==> config.mk <==
export PLATFORM = sky130hd
export DESIGN_NAME = serial_data_rx
export DESIGN_NICKNAME = d
export VERILOG_FILES = /design/src/rtl/serial_rx_pkg.sv /design/src/rtl/serial_data_rx_sync_edge_det.sv /design/src/rtl/serial_data_rx.sv
export SDC_FILE = /design/constraint.sdc
export NUM_CORES = 1
export LEC_CHECK = 0
export ABC_AREA = 1
export BUFFER_PORTS_ARGS = -buffer_cell sky130_fd_sc_hd__buf_2
export CORE_MARGIN = 8
export CORE_UTILIZATION = 61
export CTS_CLUSTER_SIZE = 14
export DETAILED_ROUTE_END_ITERATION = 12
export GPL_ROUTABILITY_DRIVEN = 0
export PLACE_DENSITY = 0.82
export SETUP_SLACK_MARGIN = 0.5
export SLEW_MARGIN = 20
export SYNTH_ARGS = -nofsm -noshare
export SYNTH_HDL_FRONTEND = slang
export SYNTH_HIERARCHICAL = 1
export SYNTH_SLANG_ARGS = --single-unit
==> constraint.sdc <==
create_clock -name clk -period 2.66 [get_ports clk]
set_clock_uncertainty 0.15 [all_clocks]
set_input_delay 0.532 -clock clk [delete_from_list [all_inputs] [get_ports clk]]
set_output_delay 0.532 -clock clk [all_outputs]
set_load 0.01 [all_outputs]
==> src/rtl/serial_rx_pkg.sv <==
// Shared types and helpers for the clock-plus-data serial receiver.
// The state enum is also visible on the receiver's debug output.
package serial_rx_pkg;

   typedef enum logic [1:0] {
      IDLE     = 2'd0,
      SHIFT    = 2'd1,
      WAIT_SMP = 2'd2
   } rx_state_t;

   function automatic int bit_cnt_w(input int w);
      return $clog2(w + 1);
   endfunction

endpackage

==> src/rtl/serial_data_rx_sync_edge_det.sv <==
// Multi-flop synchronizer for an asynchronous input, plus a one-cycle
// pulse on the selected transition of the synchronized signal.
module sync_edge_det #(
   parameter int   STAGES = 2,
   parameter logic EDGE   = 1'b1
) (
   input  logic clk,
   input  logic rst_n,
   input  logic async_in,
   output logic sync_out,
   output logic edge_pulse
);

   logic [STAGES-1:0] sync_q;
   logic              prev_q;

   always_ff @(posedge clk or negedge rst_n) begin
      if (!rst_n) begin
         sync_q <= '0;
         prev_q <= 1'b0;
      end else begin
         sync_q <= {sync_q[STAGES-2:0], async_in};
         prev_q <= sync_q[STAGES-1];
      end
   end

   assign sync_out   = sync_q[STAGES-1];
   assign edge_pulse = (sync_out != prev_q) && (sync_out == EDGE);

endmodule

==> src/rtl/serial_data_rx.sv <==
// Deserializes an asynchronous serial clock/data pair into DATA_WIDTH-bit
// words presented on a valid/ready handshake in the system-clock domain.
module serial_data_rx
   import serial_rx_pkg::*;
#(
   parameter int DATA_WIDTH  = 8,
   parameter int MSB_FIRST   = 1,
   parameter int SAMPLE_EDGE = 1,
   parameter int SAMPLE_DLY  = 1,
   parameter int SYNC_STAGES = 2,
   parameter int IDLE_CYCLES = 64
) (
   input  logic                  clk,
   input  logic                  rst_n,
   input  logic                  ser_clk,
   input  logic                  ser_data,
   input  logic                  rx_ready,
   output logic [DATA_WIDTH-1:0] rx_data,
   output logic                  rx_valid,
   output logic                  rx_busy,
   output logic                  frame_err,
   output logic                  overrun,
   output rx_state_t             dbg_state
);

   // Handshake: rx_data is held stable while rx_valid=1; a word is consumed
   // in any cycle with rx_valid && rx_ready, and rx_valid then clears on the
   // next edge unless a newly completed frame reloads it in that same cycle.

   localparam int CNT_W  = bit_cnt_w(DATA_WIDTH);
   localparam int IDLE_W = $clog2(IDLE_CYCLES + 1);

   localparam logic [CNT_W-1:0]  LAST_CNT = CNT_W'(DATA_WIDTH - 1);
   localparam logic [IDLE_W-1:0] IDLE_MAX = IDLE_W'(IDLE_CYCLES);
   localparam logic [1:0]        DLY_LOAD = 2'((SAMPLE_DLY > 0) ? SAMPLE_DLY - 1 : 0);

   logic                  sync_clk_unused;
   logic                  smp_edge;
   logic                  sync_data;
   logic                  data_edge_unused;

   rx_state_t             state;
   rx_state_t             next_state;
   logic [1:0]            dly_cnt;
   logic [CNT_W-1:0]      bit_cnt;
   logic [IDLE_W-1:0]     idle_cnt;
   logic [DATA_WIDTH-1:0] shreg;
   logic                  frame_done;

   logic                  capture;
   logic                  load_dly;
   logic                  timeout;
   logic                  last_bit;

   sync_edge_det #(
      .STAGES (SYNC_STAGES),
      .EDGE   (SAMPLE_EDGE != 0)
   ) u_clk_sync (
      .clk        (clk),
      .rst_n      (rst_n),
      .async_in   (ser_clk),
      .sync_out   (sync_clk_unused),
      .edge_pulse (smp_edge)
   );

   // Same depth as the clock path so data and clock stay aligned.
   sync_edge_det #(
      .STAGES (SYNC_STAGES),
      .EDGE   (1'b1)
   ) u_data_sync (
      .clk        (clk),
      .rst_n      (rst_n),
      .async_in   (ser_data),
      .sync_out   (sync_data),
      .edge_pulse (data_edge_unused)
   );

   assign last_bit = (bit_cnt == LAST_CNT);

   always_ff @(posedge clk or negedge rst_n) begin
      if (!rst_n) begin
         state <= IDLE;
      end else begin
         state <= next_state;
      end
   end

   always_comb begin
      next_state = state;
      capture    = 1'b0;
      load_dly   = 1'b0;
      timeout    = 1'b0;
      case (state)
         IDLE, SHIFT: begin
            if (smp_edge) begin
               if (SAMPLE_DLY == 0) begin
                  capture = 1'b1;
               end else begin
                  load_dly   = 1'b1;
                  next_state = WAIT_SMP;
               end
            end else if ((state == SHIFT) && (idle_cnt == IDLE_MAX)) begin
               timeout    = 1'b1;
               next_state = IDLE;
            end
         end
         WAIT_SMP: begin
            // Sample edges seen here violate serial timing and are ignored.
            if (dly_cnt == 2'd0) begin
               capture = 1'b1;
            end
         end
         default: next_state = IDLE;
      endcase
      if (capture) begin
         next_state = last_bit ? IDLE : SHIFT;
      end
   end

   always_ff @(posedge clk or negedge rst_n) begin
      if (!rst_n) begin
         dly_cnt    <= 2'd0;
         bit_cnt    <= '0;
         idle_cnt   <= '0;
         shreg      <= '0;
         frame_done <= 1'b0;
         frame_err  <= 1'b0;
      end else begin
         frame_done <= capture && last_bit;
         frame_err  <= timeout;

         if (load_dly) begin
            dly_cnt <= DLY_LOAD;
         end else if ((state == WAIT_SMP) && (dly_cnt != 2'd0)) begin
            dly_cnt <= dly_cnt - 2'd1;
         end

         if (smp_edge) begin
            idle_cnt <= '0;
         end else if (idle_cnt != IDLE_MAX) begin
            idle_cnt <= idle_cnt + IDLE_W'(1);
         end

         if (timeout) begin
            bit_cnt <= '0;
            shreg   <= '0;
         end else if (capture) begin
            if (MSB_FIRST != 0) begin
               shreg <= {shreg[DATA_WIDTH-2:0], sync_data};
            end else begin
               shreg <= {sync_data, shreg[DATA_WIDTH-1:1]};
            end
            bit_cnt <= last_bit ? '0 : bit_cnt + CNT_W'(1);
         end
      end
   end

   // Output word register: a completed frame is dropped if the previous
   // word is still pending and not being consumed this cycle.
   always_ff @(posedge clk or negedge rst_n) begin
      if (!rst_n) begin
         rx_data  <= '0;
         rx_valid <= 1'b0;
         overrun  <= 1'b0;
      end else begin
         overrun <= 1'b0;
         if (frame_done) begin
            if (!rx_valid || rx_ready) begin
               rx_data  <= shreg;
               rx_valid <= 1'b1;
            end else begin
               overrun <= 1'b1;
            end
         end else if (rx_valid && rx_ready) begin
            rx_valid <= 1'b0;
         end
      end
   end

   assign rx_busy   = (bit_cnt != '0) || (state == WAIT_SMP);
   assign dbg_state = state;

endmodule

* Word level (Yosys, flattened, before mapping)
Index checks and enable logic that the tools add are counted.
** Word-level totals
- Register bits :: 40
- Input port bits :: 5
- Output and inout bits :: 14
- Word-level logic and storage cells :: 71
** Cells by class
- Add/subtract/negate cells :: 3
- Equality and inequality tests :: 9
- Multiplexer cells :: 26
- Reductions and logical operators :: 20
** Operators by type and width (count)
- 2-to-1 mux 8 bit :: 2
- 2-to-1 mux 7 bit :: 2
- 2-to-1 mux 1 bit :: 13
- 2-to-1 mux 4 bit :: 3
- 2-to-1 mux 2 bit :: 5
- nonzero test 2 bit :: 5
- adder 7 x 1 -> 7 bit (second input constant) :: 1
- == test 7 bit (second input constant) :: 1
- != test 7 bit (second input constant) :: 1
- AND reduction 2 bit :: 3
- logical AND 1 bit :: 5
- adder 4 x 1 -> 4 bit (second input constant) :: 1
- == test 4 x 3 -> 1 bit (second input constant) :: 1
- logical NOT 2 bit :: 2
- != test 4 bit (second input constant) :: 1
- case mux 2 bit (2 select lines) :: 1
- nonzero test 4 bit :: 1
- == test 2 x 1 -> 1 bit (second input constant) :: 1
- == test 2 bit (second input constant) :: 1
- logical OR 1 bit :: 2
- != test 2 x 1 -> 1 bit (second input constant) :: 1
- != test 2 bit (second input constant) :: 1
- OR reduction 2 bit :: 1
- subtractor 2 x 1 -> 2 bit (second input constant) :: 1
- 2 further kinds :: 2

* Logic depth before layout (Yosys ltp)
Gate-level depths: netlist (run 1).
- Depth after elaboration :: 6
- Gate-level depth with buffers :: 9
- Mapped depth without buffers :: 8

* Modules after synthesis
The synthesis (run 1) kept the hierarchy.
** Modules (own cells, without submodules)
- serial_data_rx :: instances 1, cells each 191, area each 1635.3 µm², seq. area each 875.8 µm²
- sync_edge_det :: instances 2, cells each 5, area each 85.1 µm², seq. area each 75.1 µm²

* Least setup slack after synthesis (run 1)
No wires, ideal clock.
- Path type :: reg2out
- Start point :: register bit_cnt[0]
- End point :: output port rx_busy
- Data arrival time :: 0.734 ns
- Required time :: 1.978 ns
- Setup slack :: 1.244 ns
- Cell stages (with the launch flop) :: 4
- Path buffers :: 0
- Cells stage by stage :: dfrtp_1 > inv_1 > ha_1 > nand4_1
** Between the ends
- Cells in the longest elaborated chain, start to end :: 2
** Ends and longest elaborated chain
- from (decl) :: RTL line serial_data_rx.sv:45 : logic [CNT_W-1:0] bit_cnt;
- from (signal assigned) :: RTL line serial_data_rx.sv:153 : bit_cnt <= last_bit ? '0 : bit_cnt + CNT_W'(1);
- nonzero test 4 bit :: RTL line serial_data_rx.sv:180 : assign rx_busy = (bit_cnt != '0) || (state == WAIT_SMP);
- logical OR 1 bit :: RTL line serial_data_rx.sv:180
- to (decl) :: RTL line serial_data_rx.sv:20 : output logic rx_busy,
Every way passes these cells.

* Worst setup path in the final report (run 1)
Same ends and word-level chain as after synthesis.

==> flow_summary.json, run 1 <==
{
  "drtIter0Drc": 61,
  "route.detailed.drc": 0,
  "timing.rr.start": "dly_cnt[0]",
  "critical_path_peak_fanout": 4,
  "p_int_mw": 1.08,
  "fmax_mhz": 510,
  "synth_cells": 198,
  "finalCritPeriodShare_pct": 73.7,
  "hold_viol": 0,
  "rsz0062_at_grt": "no",
  "worstSkewPairLatency_ns": 0.34,
  "cp_slowest_cell": "dfrtp_1",
  "top_layer_used": "met4",
  "rr_worst_depth": 8,
  "root_buffer": "clkbuf_4",
  "firstDrtPassIters": 4,
  "worst_pin_slew_ns": 0.837,
  "die_y_microns": 69.9,
  "track_usage_pct": 14.1,
  "cts_tree": "done",
  "met2_length_microns": 1490,
  "antenna_left": 0,
  "final_nets": 229,
  "start_util_pct": 64.2,
  "p_comb_share_pct": 27.2,
  "area_growth_pct": 8.76,
  "cts_resized": 0,
  "grt_max_degree": 41,
  "viasPerCell": 5.17,
  "cts.sinks": 40,
  "wl_per_cell_microns": 12.4,
  "io_pins": 19,
  "die_w_microns": 69.9,
  "vias": 1292,
  "drive_gt1_share_pct": 16.0,
  "p_seq_share_pct": 52.9,
  "n_antenna_cell": 0,
  "rrSetupSlack_ns": 0.97,
  "clockBufferDepth": 2,
  "wl_met1_microns": 1380,
  "setup_viol": 0,
  "worst_setup_path_end_kind": "output pin",
  "dieArea_sq_um": 4880,
  "grt_pass1_wl_microns": 5670,
  "arrival_ns": 1.28,
  "numPortBuffers": 18,
  "switchingPower_mw": 0.547,
  "tns_ns": 0,
  "grt_pass1_vias": 1320,
  "hold_class": "in2async",
  "core_sq_um": 2760,
  "hold_slack_ns": 0.136,
  "powerDensity_nw_per_um2": 846,
  "slew_headroom_pct": 44.2,
  "avgSynthCellArea_sq_um": 8.94,
  "cts-hold-fix-buffers": 0,
  "h-tree-depth": 2,
  "outcome": "complete, no violations",
  "row_count": 19,
  "postCtsSetupRepairBufs": 0,
  "crit_type": "reg2out",
  "switching_share_pct": 33.6,
  "min_period_ns": 1.96,
  "critical_path_required_ns": 1.98,
  "cts-buffers-inserted": 5,
  "ir_drop_mv": 0.724,
  "wl_microns": 3100,
  "maxSlewViolCount": 0,
  "maxCapViolCount": 0,
  "syn_area_sq_um": 1770,
  "syn_nets": 208,
  "grt_antenna_before_repair": 0,
  "p_leak_nw": 1.09,
  "met3_length_microns": 159,
  "synth_warnings": 6,
  "clkPwrFrac_pct": 20.0,
  "startpoint": "bit_cnt[0]",
  "dp_hpwl_microns": 2300,
  "critPathLaunchType": "flop",
  "overflow": 0,
  "max_stage_delay_ns": 0.44,
  "clk_pin_slew_ns": 0.10,
  "crit_chain": "inv_1 > ha_1 > nand4_1 > buf_2"
}
metrics by stage:
stage / instance area (sq um) / std cells / util (%) / power [mW] / setup WS (ns)
floorplan: 1770 / 198 / - / 1.18 / 1.24
CTS: 1930 / 250 / 69.8 / 1.65 / 0.689
finish: 1930 / 250 / 69.8 / 1.63 / 0.701
detailed placement: 1860 / 243 / 67.5 / 1.32 / 0.976
global placement: 1860 / 243 / 67.5 / 1.29 / 1.04
global route: 1930 / 250 / 69.8 / 1.76 / 0.594
cell type report:
| class | instances | area [sq um] |
|---|---|---|
| inverters | 41 | 154 |
| well taps | 31 | 38.8 |
| repair buffers | 18 | 90.1 |
| flip-flops and latches | 40 | 1000 |
| multi-input cells | 113 | 577 |
| fillers | 218 | 832 |
| clock buffers | 7 | 65.1 |
registers in the layout (all words and copies together), names as in the netlist:
signal / cells
bit_cnt: 4
dbg_state: 2
dly_cnt: 2
frame_done: 1
frame_err: 1
idle_cnt: 7
overrun: 1
rx_data: 8
rx_valid: 1
shreg: 8
u_clk_sync/prev_q: 1
u_clk_sync/sync_q: 2
u_data_sync/sync_q: 2
cell usage in the layout (no fill, tap or decap):
cell,count
nand2_1,51
inv_1,40
dfrtp_1,40
buf_2,18
o21ai_0,11
nor2_1,10
nand3_1,8
o21ai_1,7
ha_1,5
clkbuf_4,5
nand4_1,4
a21oi_1,3
nor2_2,2
nand4_2,2
o21ai_2,2
clkbuf_8,2
inv_2,1
nand2_2,1
nor2_4,1
xor2_1,1
or2_2,1
or2_1,1
o22ai_1,1
o21bai_1,1
nand3b_1,1
power groups by stage:
stage / logic, mW / clock network (mW) / registers [mW]
after floorplan: 0.304 / 0 / 0.872
after global placement: 0.419 / 0 / 0.866
after detailed placement: 0.444 / 0 / 0.876
after CTS: 0.448 / 0.338 / 0.863
after global routing: 0.522 / 0.356 / 0.880
final: 0.443 / 0.325 / 0.861
worst max-delay path, delay by kind of cell, from the launching register on:
kind	cells	cell delay (ns)
adder cells (fa/ha/maj)	1	0.15
flip-flops	1	0.44
AND/OR/NAND/NOR	1	0.10
buffers and inverters	2	0.26
worst paths after layout:
kind                                    endpoint
max                                      rx_busy
min                                      overrun
max reg2reg                           bit_cnt[2]
min reg2reg                u_data_sync/sync_q[1]
max in group asynchronous               shreg[5]
min in group clk            u_clk_sync/sync_q[0]
metal layers:
metal	track usage, %	up-vias
met4	6.92	0
li1	-	645
met1	16.4	606
met3	4.24	8
met2	22.9	33
met5	0	-
No activity file was read; power rests on OpenSTA's default activity.
==> inputs of run 2 (changes only) <==
--- a/config.mk
+++ b/config.mk
@@ -8,11 +8,11 @@
 export ABC_AREA = 1
 export BUFFER_PORTS_ARGS = -buffer_cell sky130_fd_sc_hd__buf_2
 export CORE_MARGIN = 8
-export CORE_UTILIZATION = 61
+export CORE_UTILIZATION = 51
 export CTS_CLUSTER_SIZE = 14
 export DETAILED_ROUTE_END_ITERATION = 12
 export GPL_ROUTABILITY_DRIVEN = 0
-export PLACE_DENSITY = 0.82
+export PLACE_DENSITY = 0.73
 export SETUP_SLACK_MARGIN = 0.5
 export SLEW_MARGIN = 20
 export SYNTH_ARGS = -nofsm -noshare
==> constraint.sdc (replaced) <==
create_clock -name clk -period 1.7 [get_ports clk]
set_clock_uncertainty 0.15 [all_clocks]
set_input_delay 0.34 -clock clk [delete_from_list [all_inputs] [get_ports clk]]
set_output_delay 0.34 -clock clk [all_outputs]
set_load 0.01 [all_outputs]
==> run 2 against run 1 <==
Net effect: count of clock-buffer cells in the layout shrank 2; largest power group is now combinational logic; register-to-register slack worse by 0.86 ns; first-iteration DRC count rose by 120%; the run now ends with setup timing left; worst hold slack worse by 0.0029 ns; via count rose by 29%; largest cell class unchanged.
==> flow_summary.json, run 2 (synthesis results as in run 1) <==
{
  "outcome": "finished with violations",
  "violations": "setup timing",
  "cts_tree": "done",
  "antenna_left": 0,
  "nFillCells": 179,
  "total_power_mw": 3.71,
  "wl_per_cell_microns": 18.5,
  "layout_commonest_cell": "dfrtp_1",
  "row_count": 21,
  "hold_slack_ns": 0.133,
  "tns_ns": -0.0113,
  "clk_pin_slew_ns": 0.14,
  "grt_pass1_vias": 1570,
  "grt_pass1_wl_microns": 7500,
  "overflow": 0,
  "clockBufferDepth": 2,
  "layout_common_cells": "dfrtp_1 (40), nand2_1 (29), inv_1 (23)",
  "maxCapViolCount": 0,
  "stdcell_count": 307,
  "worst_slack_ns": -0.0113,
  "hold_depth": 4,
  "max_stage_delay_ns": 0.46,
  "core_sq_um": 3340,
  "arrival_ns": 1.22,
  "hold_class": "in2reg",
  "ir_drop_mv": 0.960,
  "dieArea_sq_um": 5610,
  "viasPerCell": 5.45,
  "finalCritPeriodShare_pct": 101,
  "cp_slowest_cell": "dfrtp_1",
  "top_regs": "rx_data: 8 flops, shreg: 8 flops, idle_cnt: 7 flops",
  "n_antenna_cell": 0,
  "start_util_pct": 53.1,
  "root_buffer": "clkbuf_4",
  "worstSetupPathDepth": 3,
  "wl_microns": 5670,
  "cp_top_family": "flip-flops",
  "rr_worst_depth": 7,
  "dp_hpwl_microns": 2100,
  "grt_max_degree": 41,
  "preCtsSetupSlack_ns": 0.137,
  "critPathLaunchType": "flop",
  "die_y_microns": 74.9,
  "rsz0062_at_grt": "yes",
  "p_leak_nw": 1.45,
  "worstSkewPairLatency_ns": 0.36,
  "worst_pin_slew_ns": 0.501,
  "io_pins": 19,
  "critical_path_required_ns": 1.21,
  "cts-buffers-inserted": 5,
  "critical_path_peak_fanout": 4,
  "dp.cells": 261,
  "setup_viol": 1,
  "min_period_ns": 1.71,
  "numPortBuffers": 18,
  "h-tree-depth": 2,
  "grt_antenna_before_repair": 0,
  "vias": 1672,
  "track_usage_pct": 18.0,
  "firstDrtPassIters": 4,
  "route.detailed.drc": 0,
  "powerDensity_nw_per_um2": 1340,
  "slew_headroom_pct": 66.6,
  "seqCellArea_sq_um": 1000,
  "area_growth_pct": 56.1,
  "drtIter0Drc": 133,
  "crit_type": "reg2out",
  "worst_setup_path_end_kind": "output pin",
  "final_nets": 271,
  "maxSlewViolCount": 0,
  "crit_chain": "inv_1 > nand4_1 > buf_2",
  "hold_viol": 0,
  "drive_gt1_share_pct": 53.3,
  "die_w_microns": 74.9,
  "multi_input_area_sq_um": 890,
  "fmax_mhz": 584,
  "cts.sinks": 40,
  "path_buf_inv": 2
}
-- run 2: changes by cell type in the layout (fill, tap and decap cells not counted), moves of 7 or more --
cell and delta:
buf_4 +22, nor2_4 +7, nand2_2 +15, buf_6 +13, inv_1 -17, nand2_4 +7, nand2_1 -22, inv_2 +15
-- run 2: path summary, 6_finish.rpt --
check / start / end / slack, ns
worst max-delay path: bit_cnt[2] / rx_busy / -0.01
worst min-delay path: rx_ready / rx_valid / 0.13
worst max register to register: idle_cnt[0] / bit_cnt[2] / 0.11
worst min register to register: u_data_sync/sync_q[0] / u_data_sync/sync_q[1] / 0.22
max in group asynchronous: rst_n / rx_data[5] / 0.61
min in group asynchronous: rst_n / shreg[1] / 0.42
-- run 2: repair_timing --
action / 4_1_cts / 5_1_grt
pin swaps: 16 / 21
endpoints found under the hold margin: 42 / 0
endpoints found under the setup margin: 44 / 47
buffers inserted: 22 / 10
hold buffers: 3 / 0
resized for setup: 49 / 55
gates cloned: 4 / 0
-- run 2: layout make-up --
| cell class | instances | share of cell area, % |
|---|---|---|
| sequential | 40 | 36.2 |
| multi-input combinational | 114 | 32.2 |
| timing repair buffer | 59 | 20.2 |
| inverter | 41 | 5.75 |
| clock inverter | 2 | 2.17 |
| tap | 46 | 2.08 |
| clock buffer | 5 | 1.36 |
-- run 2: per-layer routing --
layer | GRT usage, % | wire length, microns | part of all wire, % | vias to the layer above
met5 | 0 | 0 | 0 | -
met4 | 8.70 | 182 | 3.2 | 0
met3 | 4.53 | 324 | 5.7 | 19
met2 | 29.2 | 2880 | 51 | 74
met1 | 21.8 | 2280 | 40 | 840
li1 | - | - | - | 739
-- run 2: tightest hold or removal path: cells and delay by family --
kind	cells	cell delay (ns)
buffers and inverters	2	0.12
AND/OR/NAND/NOR	2	0.16
-- run 2: power breakdown --
group | internal (mW) | total, mW | switching, mW
sequential | 1.18 | 1.43 | 0.246
combinational | 0.701 | 1.51 | 0.812
clock | 0.450 | 0.767 | 0.317
total | 2.33 | 3.71 | 1.38
-- run 2: stage by stage --
stage | utilization, % | instance area (sq um)
floorplan | - | 1790
global placement | 57.9 | 1930
detailed placement | 57.9 | 1930
CTS | 75.0 | 2500
global route | 82.8 | 2760
finish | 82.8 | 2760
